**src/rtl/sign_mag_to_bcd.sv**
```systemverilog
// sign_mag_to_bcd
// Converts a 33-bit sign-magnitude display word into ten packed BCD digits
// using shift-add-3 (double-dabble), one magnitude bit per clock. The sign and
// the count of significant digits are reported alongside the digits. All
// results are registered and change only when a conversion finishes, so the
// character renderer never sees a half-converted value.

module sign_mag_to_bcd (
  input  logic        clk,
  input  logic        rst_n,
  input  logic [32:0] num_in,
  input  logic        start,
  output logic        busy,
  output logic        done,
  output logic [39:0] bcd,
  output logic        neg,
  output logic [3:0]  ndigits
);

  typedef enum logic [1:0] {
    IDLE,
    SHIFT,
    FINISH
  } state_t;

  state_t      r_state;
  logic [31:0] r_shift;
  logic        r_sign;
  logic [39:0] r_acc;
  logic [4:0]  r_count;

  logic        r_busy;
  logic        r_done;
  logic [39:0] r_bcd;
  logic        r_neg;
  logic [3:0]  r_ndigits;

  logic [39:0] w_adj;
  logic [3:0]  w_ndigits;

  assign busy    = r_busy;
  assign done    = r_done;
  assign bcd     = r_bcd;
  assign neg     = r_neg;
  assign ndigits = r_ndigits;

  // Add-3 correction: every nibble of 5 or more is pre-adjusted in parallel
  // so that the following left shift carries correctly into the next digit.
  always_comb begin
    w_adj = r_acc;
    for (int i = 0; i < 10; i++) begin
      if (r_acc[4*i +: 4] >= 4'd5) begin
        w_adj[4*i +: 4] = r_acc[4*i +: 4] + 4'd3;
      end
    end
  end

  // Significant-digit count: position of the highest nonzero nibble plus one,
  // with an all-zero accumulator still reporting a single digit.
  always_comb begin
    w_ndigits = 4'd1;
    for (int i = 0; i < 10; i++) begin
      if (r_acc[4*i +: 4] != 4'd0) begin
        w_ndigits = 4'(i + 1);
      end
    end
  end

  // Conversion sequencer: accept in IDLE, 32 shift steps, then publish results.
  always_ff @(posedge clk or negedge rst_n) begin
    if (!rst_n) begin
      r_state   <= IDLE;
      r_shift   <= 32'd0;
      r_sign    <= 1'b0;
      r_acc     <= 40'd0;
      r_count   <= 5'd0;
      r_busy    <= 1'b0;
      r_done    <= 1'b0;
      r_bcd     <= 40'd0;
      r_neg     <= 1'b0;
      r_ndigits <= 4'd1;
    end else begin
      r_done <= 1'b0;
      case (r_state)
        IDLE: begin
          if (start) begin
            r_shift <= num_in[31:0];
            r_sign  <= num_in[32];
            r_acc   <= 40'd0;
            r_count <= 5'd0;
            r_busy  <= 1'b1;
            r_state <= SHIFT;
          end
        end
        SHIFT: begin
          {r_acc, r_shift} <= {w_adj[38:0], r_shift, 1'b0};
          r_count          <= r_count + 5'd1;
          if (r_count == 5'd31) begin
            r_state <= FINISH;
          end
        end
        FINISH: begin
          r_bcd     <= r_acc;
          r_ndigits <= w_ndigits;
          r_neg     <= r_sign && (r_acc != 40'd0);
          r_done    <= 1'b1;
          r_busy    <= 1'b0;
          r_state   <= IDLE;
        end
        default: begin
          r_state <= IDLE;
          r_busy  <= 1'b0;
        end
      endcase
    end
  end

endmodule

```
**config.mk**
```make
export PLATFORM = sky130hd
export DESIGN_NAME = sign_mag_to_bcd
export DESIGN_NICKNAME = d
export VERILOG_FILES = /design/src/rtl/sign_mag_to_bcd.sv
export SDC_FILE = /design/constraint.sdc
export NUM_CORES = 1
export LEC_CHECK = 0
export CORE_MARGIN = 3
export CORE_UTILIZATION = 61
export CTS_BUF_LIST = sky130_fd_sc_hd__clkbuf_4 sky130_fd_sc_hd__clkbuf_8
export CTS_CLUSTER_SIZE = 14
export DETAILED_ROUTE_END_ITERATION = 10
export PLACE_DENSITY = 0.88
export SLEW_MARGIN = 20
export SYNTH_ARGS = -nofsm -noshare
export SYNTH_HDL_FRONTEND = slang
export SYNTH_SLANG_ARGS = --single-unit
```
**constraint.sdc**
```tcl
create_clock -name clk -period 3.9 [get_ports clk]
set_input_delay 0.78 -clock clk [delete_from_list [all_inputs] [get_ports clk]]
set_output_delay 0.78 -clock clk [all_outputs]
set_load 0.005 [all_outputs]
```
# [Yosys cells after proc, flatten, opt, wreduce, memory -nomap -nowiden]
# Index checks and enable logic that the tools add are counted.
[word_totals] out_inout_bits=47 inputBits=36 register_bits=127 wordCells=85
[classes] n_eq_ne=5 mux=31 n_bitwise=1 n_addsub=11 reduce_logical=17 magnitude_cmp=10
[ops] cell="40-bit one-hot mux with 2 select lines" count=1
[ops] cell="4-bit two-way mux" count=17
[ops] cell="32-bit one-hot mux with 2 select lines" count=1
[ops] cell="4-bit by 3-bit >= comparator with 1-bit output (second input constant)" count=10
[ops] cell="40-bit two-way mux" count=1
[ops] cell="40-bit nonzero test" count=1
[ops] cell="4-bit by 2-bit adder with 4-bit output (second input constant)" count=9
[ops] cell="4-bit nonzero test" count=9
[ops] cell="32-bit two-way mux" count=1
[ops] cell="5-bit one-hot mux with 2 select lines" count=1
[ops] cell="2-bit AND reduction" count=4
[ops] cell="2-bit two-way mux" count=3
[ops] cell="5-bit by 1-bit adder with 5-bit output (second input constant)" count=1
[ops] cell="5-bit equality test (second input constant)" count=1
[ops] cell="5-bit two-way mux" count=1
[ops] cell="2-bit != test (second input constant)" count=2
[ops] cell="2-bit one-hot mux with 2 select lines" count=1
[ops] cell="3-bit by 2-bit adder with 3-bit output (second input constant)" count=1
[ops] cell="3-bit two-way mux" count=1
[ops] cell="2-bit by 1-bit equality test with 1-bit output (second input constant)" count=1
[ops] cell="2-bit equality test (second input constant)" count=1
[ops] cell="2-bit logical NOT" count=1
[ops] cell="1-bit two-way mux" count=2
[ops] cell="1-bit one-hot mux with 2 select lines" count=1
[ops] cell="other kinds (3)" count=3

# [Longest topological paths before layout]
# Gate-level depths: netlist of the first run.
[depth] word_depth=10 ltp_mapped=6 ltp_nobuf=6

# [Worst setup path before layout of the first run]
# Ideal clock, no wire load.
[synth_timing] path_type="input port to flip-flop" startpoint="in start" endpoint="reg r_acc[11]" setup_ps=122 path_slack_ps=2159 n_path_buf=1 path_stages=5 t_arrival_ps=1619 required_ps=3778 cell_sequence="or3b_1 buf_2 nand2_4 o31ai_1 a32o_1"
[synth_between] elab_chain_cells=2
[synth_rtl] item="start: declaration" line="12" source="input logic start,"
[synth_rtl] item="2-bit != test (no source line)"
[synth_rtl] item="2-bit AND reduction (no source line)"
[synth_rtl] item="end signal: assignment" line="96" source="{r_acc, r_shift} <= {w_adj[38:0], r_shift, 1'b0};"
[synth_rtl] item="end: declaration" line="29" source="logic [39:0] r_acc;"
# Every way passes these cells.
# A chain may end at the register's enable or synchronous reset.

# [Final worst setup path of the first run]
[layout_timing] startpoint="in start" endpoint="reg r_acc[35]"
# Same word-level chain as after synthesis.

==> results.py, run 1 <==
metrics = {
    "run_status": {
        "outcome": "finished, final reports clean",
    },
    "synth": {
        "yosysWarnings": 0,
        "yosysSeqAreaShare": 0.537,
        "synth_ff_type": "dfrtp_1",
        "synth_cell_types": 41,
        "synthTopCellsByCount": "nand2_1 (159), dfrtp_1 (126), o21ai_0 (53), nand3_1 (34), a22oi_1 (31)",
        "synthArstFlopShare": 1.00,
        "postSynthCellCount": 610,
        "synth-edff-count": 0,
        "yosys.area.top_type": "dfrtp_1",
        "synth_nets": 672,
        "synth_most_common_cell": "nand2_1",
        "synth_top_area_frac": 0.532,
        "synthTopCellsByArea": "dfrtp_1 (53%), nand2_1 (10%), ha_1 (5.5%)",
        "ys_seq_elements": 127,
        "avgSynthCellArea_um2": 9.71,
        "syn_area_mm2": 0.00593,
    },
    "floorplanning": {
        "rows": 35,
        "ioPinCount": 83,
        "dieArea_mm2": 0.0109,
        "core_area_mm2": 0.00933,
        "start_util": 0.635,
        "die-width_um": 105,
        "die_h_um": 105,
    },
    "hold_path": {
        "hold_class": "register to register",
        "hold_path.startpoint": "bcd[26]",
        "min_to": "bcd[26]",
        "whs_path_depth": 2,
    },
    "sta": {
        "fmax_mhz": 427,
        "worst_pin_slew_ns": 0.933,
        "hold_viol": 0,
        "fin_crit_sh": 0.601,
        "rsz0062_at_grt": "false",
        "fin_crit_ns": 2.34,
        "fin_setup_tns_ns": 0,
        "final_max_slew_viol_count": 0,
        "clock_skew_ns": 0.0131,
        "max-slew-margin-rel": 0.378,
        "setup_viol": 0,
    },
    "cts": {
        "cts_tree": "built",
        "cts_hold_buf": 0,
        "ctsResizeCount": 0,
        "cts_setup_buffers": 0,
        "cts_buffer_depth": 2,
        "cts_inserted_buffers": 17,
        "clkTransAtPathRegs_ns": 0.08,
        "cts-root-buf": "clkbuf_8",
        "htreeDepth": 4,
        "insertion_delay_ns": 0.44,
        "clock-sinks": 127,
    },
    "grt": {
        "grt_max_degree": 75,
        "grt.total_usage": 0.259,
        "grt_pass1_wl_mm": 23.0,
        "grt_pass1_vias": 4929,
        "grt_antenna_before_repair": 1,
        "grt_overflow": 0,
    },
    "pwr": {
        "p_leak_nw": 3.36,
        "power_density_mw_per_mm2": 793,
        "max-vdd-ir-drop_mv": 0.398,
    },
    "finish": {
        "antennaDiodeCount": 0,
        "stdcell_count": 826,
        "finalNetCount": 746,
        "final_util": 0.789,
        "drive_above_1_share": 0.0832,
        "area_delta_synth_final_pct": 24.1,
    },
    "critical_path": {
        "r2r_cells": 7,
        "r2r_slack_ns": 1.68,
        "cp_max_fo": 18,
        "cp-end-kind": "register",
        "path_class": "input pin to register",
        "worst_r2r_endpoint": "neg",
        "crit_path_start": "start",
        "critPathArrivalTime_ns": 2.67,
        "worst_setup_path_start_kind": "input pin",
        "reg2reg_from": "r_state[0]",
        "crit_required_ns": 4.22,
    },
    "drt": {
        "drt-total-wl_mm": 13.7,
        "final_antenna_net_count": 0,
        "remaining_drc_errors": 0,
        "vias": 4847,
        "drt_iter0_drc": 301,
        "firstDrtPassIters": 6,
        "post_drt_via_cell_ratio": 5.87,
        "wl_per_cell_um": 16.5,
    },
    "placement": {
        "dp_cells": 794,
        "post-dp-hpwl_mm": 8.55,
        "io_buffers": 82,
        "place.gp.congestion": 0.795,
    },
    "job": {
        "max_cap_viol_count": 0,
    },
}
==> stage by stage <==
| stage | setup slack (ns) | cell area (µm²) | hold WS (ns) | total power, mW |
|---|---|---|---|---|
| after CTS | 1.46 | 7350 | 0.479 | 5.83 |
| final | 1.56 | 7360 | 0.475 | 5.83 |
| after detailed placement | 1.12 | 6830 | 0.462 | 4.29 |
| after global routing | 1.46 | 7360 | 0.495 | 6.22 |
| after global placement | 1.17 | 6830 | 0.450 | 4.11 |
| after floorplan | 2.16 | 5930 | 0.437 | 3.68 |
==> per-layer routing <==
metal	part of all wire	GRT usage	vias to the layer above	wire, µm
met5	0.00095	0	-	13
met4	0.024	0.114	2	326
met3	0.067	0.0692	38	911
met2	0.52	0.440	186	7050
met1	0.39	0.308	2356	5370
li1	-	-	2265	-
==> critical path, stage by stage <==
cell             delay, ns
clkdlybuf4s50_1       0.50
or3b_1                0.70
nand2_4               0.31
o31ai_1               0.12
a32o_1                0.24
==> sequential cells by signal (all words and copies together) (netlist names) <==
signal,count
r_shift,32
r_sign,1
done,1
neg,1
bcd,40
ndigits,4
busy,1
r_count,5
r_acc,40
r_state,2
==> cell type report <==
type	count	area, µm²
Clock inverter	13	258
Timing Repair Buffer	88	876
Inverter	22	82.6
Tap cell	129	161
Fill cell	600	1970
Clock buffer	19	262
Sequential cell	127	3180
Multi-Input combinational cell	428	2540
==> cell usage in the layout (no fill, tap or decap), types with 2 or more instances in the layout <==
| cell | instances |
|---|---|
| a31oi_1 | 2 |
| o31ai_1 | 19 |
| nand2b_1 | 12 |
| buf_4 | 6 |
| clkbuf_8 | 19 |
| or3b_2 | 2 |
| bufinv_16 | 7 |
| nor3b_1 | 10 |
| dfrtp_1 | 126 |
| xnor2_1 | 10 |
| nor2_1 | 8 |
| a22oi_1 | 31 |
| nand3_1 | 34 |
| mux2i_1 | 2 |
| nand2_1 | 159 |
| o21ai_1 | 2 |
| o21ai_0 | 53 |
| clkinv_4 | 3 |
| ha_1 | 26 |
| a21oi_1 | 17 |
| and3_1 | 2 |
| inv_1 | 21 |
| clkdlybuf4s50_1 | 81 |
| mux2_2 | 9 |
| a32o_1 | 10 |
| o211ai_1 | 4 |
==> kinds of logic after synthesis <==
family,count (synthesis),share of synthesized area
and+or+nand+nor,238,0.179
AOI/OAI and AO/OA,143,0.155
DFF,127,0.537
buffers and inverters,55,0.0389
adders and majority gates,26,0.0549
muxes,11,0.0205
xor gates and xnor gates,10,0.0148
==> how the worst max path moves through the flow <==
| stage | to | cells past startpoint |
|---|---|---|
| 3_3_place_gp | r_count[2] | 5 |
| 3_5_place_dp | r_count[2] | 5 |
| 4_1_cts | r_count[2] | 5 |
| 2_1_floorplan | r_acc[11] | 5 |
| 6_report | r_acc[35] | 5 |
| 5_1_grt | neg | 7 |
==> report_power, final <==
group          leakage, nW  internal, mW  total (mW)  switching (mW)
logic                 1.56         0.955        2.19            1.24
registers             1.54          1.77        2.19           0.414
clock network        0.256         0.928        1.45           0.526
total                 3.36          3.65        5.83            2.18
No activity file was read; power rests on OpenSTA's default activity.
==> run 2: changes to the inputs <==
--- a/config.mk
+++ b/config.mk
@@ -6,11 +6,11 @@
 export NUM_CORES = 1
 export LEC_CHECK = 0
 export CORE_MARGIN = 3
-export CORE_UTILIZATION = 61
+export CORE_UTILIZATION = 51
 export CTS_BUF_LIST = sky130_fd_sc_hd__clkbuf_4 sky130_fd_sc_hd__clkbuf_8
 export CTS_CLUSTER_SIZE = 14
 export DETAILED_ROUTE_END_ITERATION = 10
-export PLACE_DENSITY = 0.88
+export PLACE_DENSITY = 0.78
 export SLEW_MARGIN = 20
 export SYNTH_ARGS = -nofsm -noshare
 export SYNTH_HDL_FRONTEND = slang
==> constraint.sdc (replaced) <==
create_clock -name clk -period 2.1 [get_ports clk]
set_input_delay 0.42 -clock clk [delete_from_list [all_inputs] [get_ports clk]]
set_output_delay 0.42 -clock clk [all_outputs]
set_load 0.005 [all_outputs]
==> run 2 against run 1 <==
  * First-iteration DRC count fell by 4.0%
  * Clock power up 46%
  * Clock skew shrank 0.0053 ns
  * Power grew 73%
  * Highest routed layer is now met4
  * Largest cell class unchanged
==> results.py, run 2 (synthesized netlist as in run 1, its figures left out) <==
metrics = {
    "run_status": {
        "outcome": "finished, final reports clean",
    },
    "cts": {
        "cts_inserted_buffers": 17,
        "clock-sinks": 127,
        "insertion_delay_ns": 0.44,
        "cts-root-buf": "clkbuf_8",
        "cts_buffer_depth": 2,
        "clkTransAtPathRegs_ns": 0.07,
        "cts_tree": "built",
        "htreeDepth": 4,
    },
    "floorplanning": {
        "dieArea_mm2": 0.0129,
        "ioPinCount": 83,
        "die-width_um": 114,
        "rows": 38,
        "core_area_mm2": 0.0111,
        "die_h_um": 114,
        "start_util": 0.535,
    },
    "critical_path": {
        "cp-end-kind": "primary output",
        "cp_max_fo": 2,
        "path_delay_family": "flip-flops",
        "worst_setup_path_start_kind": "register",
        "reg2reg_from": "r_acc[12]",
        "r2r_cells": 6,
        "slowest_stage": "dfstp_2",
        "cp_slowest_stage_delay_ns": 0.55,
        "path_cells": "clkdlybuf4s50_1",
        "critPathArrivalTime_ns": 1.49,
        "cp.buffers_inverters": 1,
        "crit_path_start": "ndigits[0]",
        "path_class": "register to primary output",
        "crit_required_ns": 1.68,
        "cp.depth": 1,
    },
    "drt": {
        "post_drt_via_cell_ratio": 5.56,
        "firstDrtPassIters": 5,
        "drt-total-wl_mm": 12.8,
        "remaining_drc_errors": 0,
        "final_antenna_net_count": 0,
        "drt_iter0_drc": 289,
        "wl_per_cell_um": 15.1,
        "vias": 4701,
    },
    "finish": {
        "drive_above_1_share": 0.0935,
        "layout_common_cells": "nand2_1 (159), dfrtp_1 (126), clkdlybuf4s50_1 (81)",
        "finalNetCount": 755,
        "layout_commonest_cell": "nand2_1",
        "postLayoutCellArea_mm2": 0.00734,
        "antennaDiodeCount": 0,
        "area_delta_synth_final_pct": 23.9,
    },
    "hold_path": {
        "whs_path_depth": 2,
        "hold_path.startpoint": "bcd[10]",
        "hold_class": "register to register",
    },
    "grt": {
        "grt_antenna_before_repair": 0,
        "grt_pass1_vias": 4652,
        "grt_overflow": 0,
        "grt_pass1_wl_mm": 21.8,
        "grt.total_usage": 0.210,
        "grt_max_degree": 68,
    },
    "sta": {
        "fin_setup_tns_ns": 0,
        "clock_skew_ns": 0.00781,
        "max-slew-margin-rel": 0.580,
        "final_max_slew_viol_count": 0,
        "fmax_mhz": 524,
        "fin_crit_sh": 0.909,
        "rsz0062_at_grt": "false",
        "worst_pin_slew_ns": 0.630,
        "fin_crit_ns": 1.91,
        "setup_viol": 0,
        "hold_viol": 0,
    },
    "job": {
        "max_cap_viol_count": 0,
    },
    "placement": {
        "placed_area_mm2": 0.00693,
        "post-dp-hpwl_mm": 8.76,
        "place.gp.congestion": 0.788,
        "io_buffers": 82,
    },
    "pwr": {
        "finalPower_mw": 10.1,
        "max-vdd-ir-drop_mv": 0.638,
        "power_density_mw_per_mm2": 1380,
        "p_leak_nw": 3.36,
    },
}
-- run 2: cell count changes in the layout (fill, tap and decap cells not counted), sizes merged --
cell / delta
clkinvlp: +2
clkinv: +2
inv: -1
bufinv: -5
dlygate4sd3: +1
clkbuf: +2
buf: +8
-- run 2: worst min-delay path, delay by kind of cell, from the launching register on --
| kind | cells | cell delay, ns |
|---|---|---|
| simple gates | 2 | 0.11 |
| flops | 1 | 0.34 |
-- run 2: worst paths after layout --
path / endpoint / slack (ns)
worst max register to register: ndigits[0] / 0.22
worst min register to register: bcd[10] / 0.48
max in group asynchronous: r_shift[13] / 0.92
worst min-delay path: bcd[10] / 0.48
min in group asynchronous: r_acc[15] / 0.55
worst max-delay path: ndigits[0] / 0.19
-- run 2: timing repair --
action / 4_1_cts / 5_1_grt
gates resized for setup: 0 / 0
buffers inserted: 0 / 0
endpoints found under the hold margin: 14 / 0
hold buffers: 1 / 0
-- run 2: power by group --
| group | switching [mW] | internal (mW) | leakage [nW] |
|---|---|---|---|
| Clock | 0.945 | 1.17 | 0.203 |
| Sequential | 0.736 | 3.29 | 1.54 |
| Combinational | 2.14 | 1.83 | 1.62 |
-- run 2: final cells by class --
type,instances,area (µm²)
Sequential cell,127,3180
Multi-Input combinational cell,428,2530
Inverter,22,82.6
Fill cell,898,3740
Tap cell,140,175
Clock buffer,21,289
Clock inverter,11,113
Timing Repair Buffer,97,971
-- run 2: stage by stage --
stage	hold WS, ns	setup slack (ns)	utilization	std cells
finish	0.477	0.190	0.663	846
global route	0.506	0.0255	0.663	846
CTS	0.479	0.149	0.663	846
detailed placement	0.462	0.0969	0.626	813
global placement	0.454	0.140	0.626	813
floorplan	0.124	0.524	-	610
-- run 2: routing by layer --
layer  vias to the layer above  global-route usage  part of all wire
li1                       2275                   -                 -
met4                         0              0.0855             0.018
met1                      2284               0.265              0.43
met2                       120               0.346              0.49
met5                         -                   0                 0
met3                        22              0.0562             0.058
==> run 3: changes to the inputs <==
--- a/config.mk
+++ b/config.mk
@@ -15,3 +15,4 @@
 export SYNTH_ARGS = -nofsm -noshare
 export SYNTH_HDL_FRONTEND = slang
 export SYNTH_SLANG_ARGS = --single-unit
+export TNS_END_PERCENT = 20
==> results of run 3 <==
The final DEF is identical to that of run 2; final timing and power are the same.
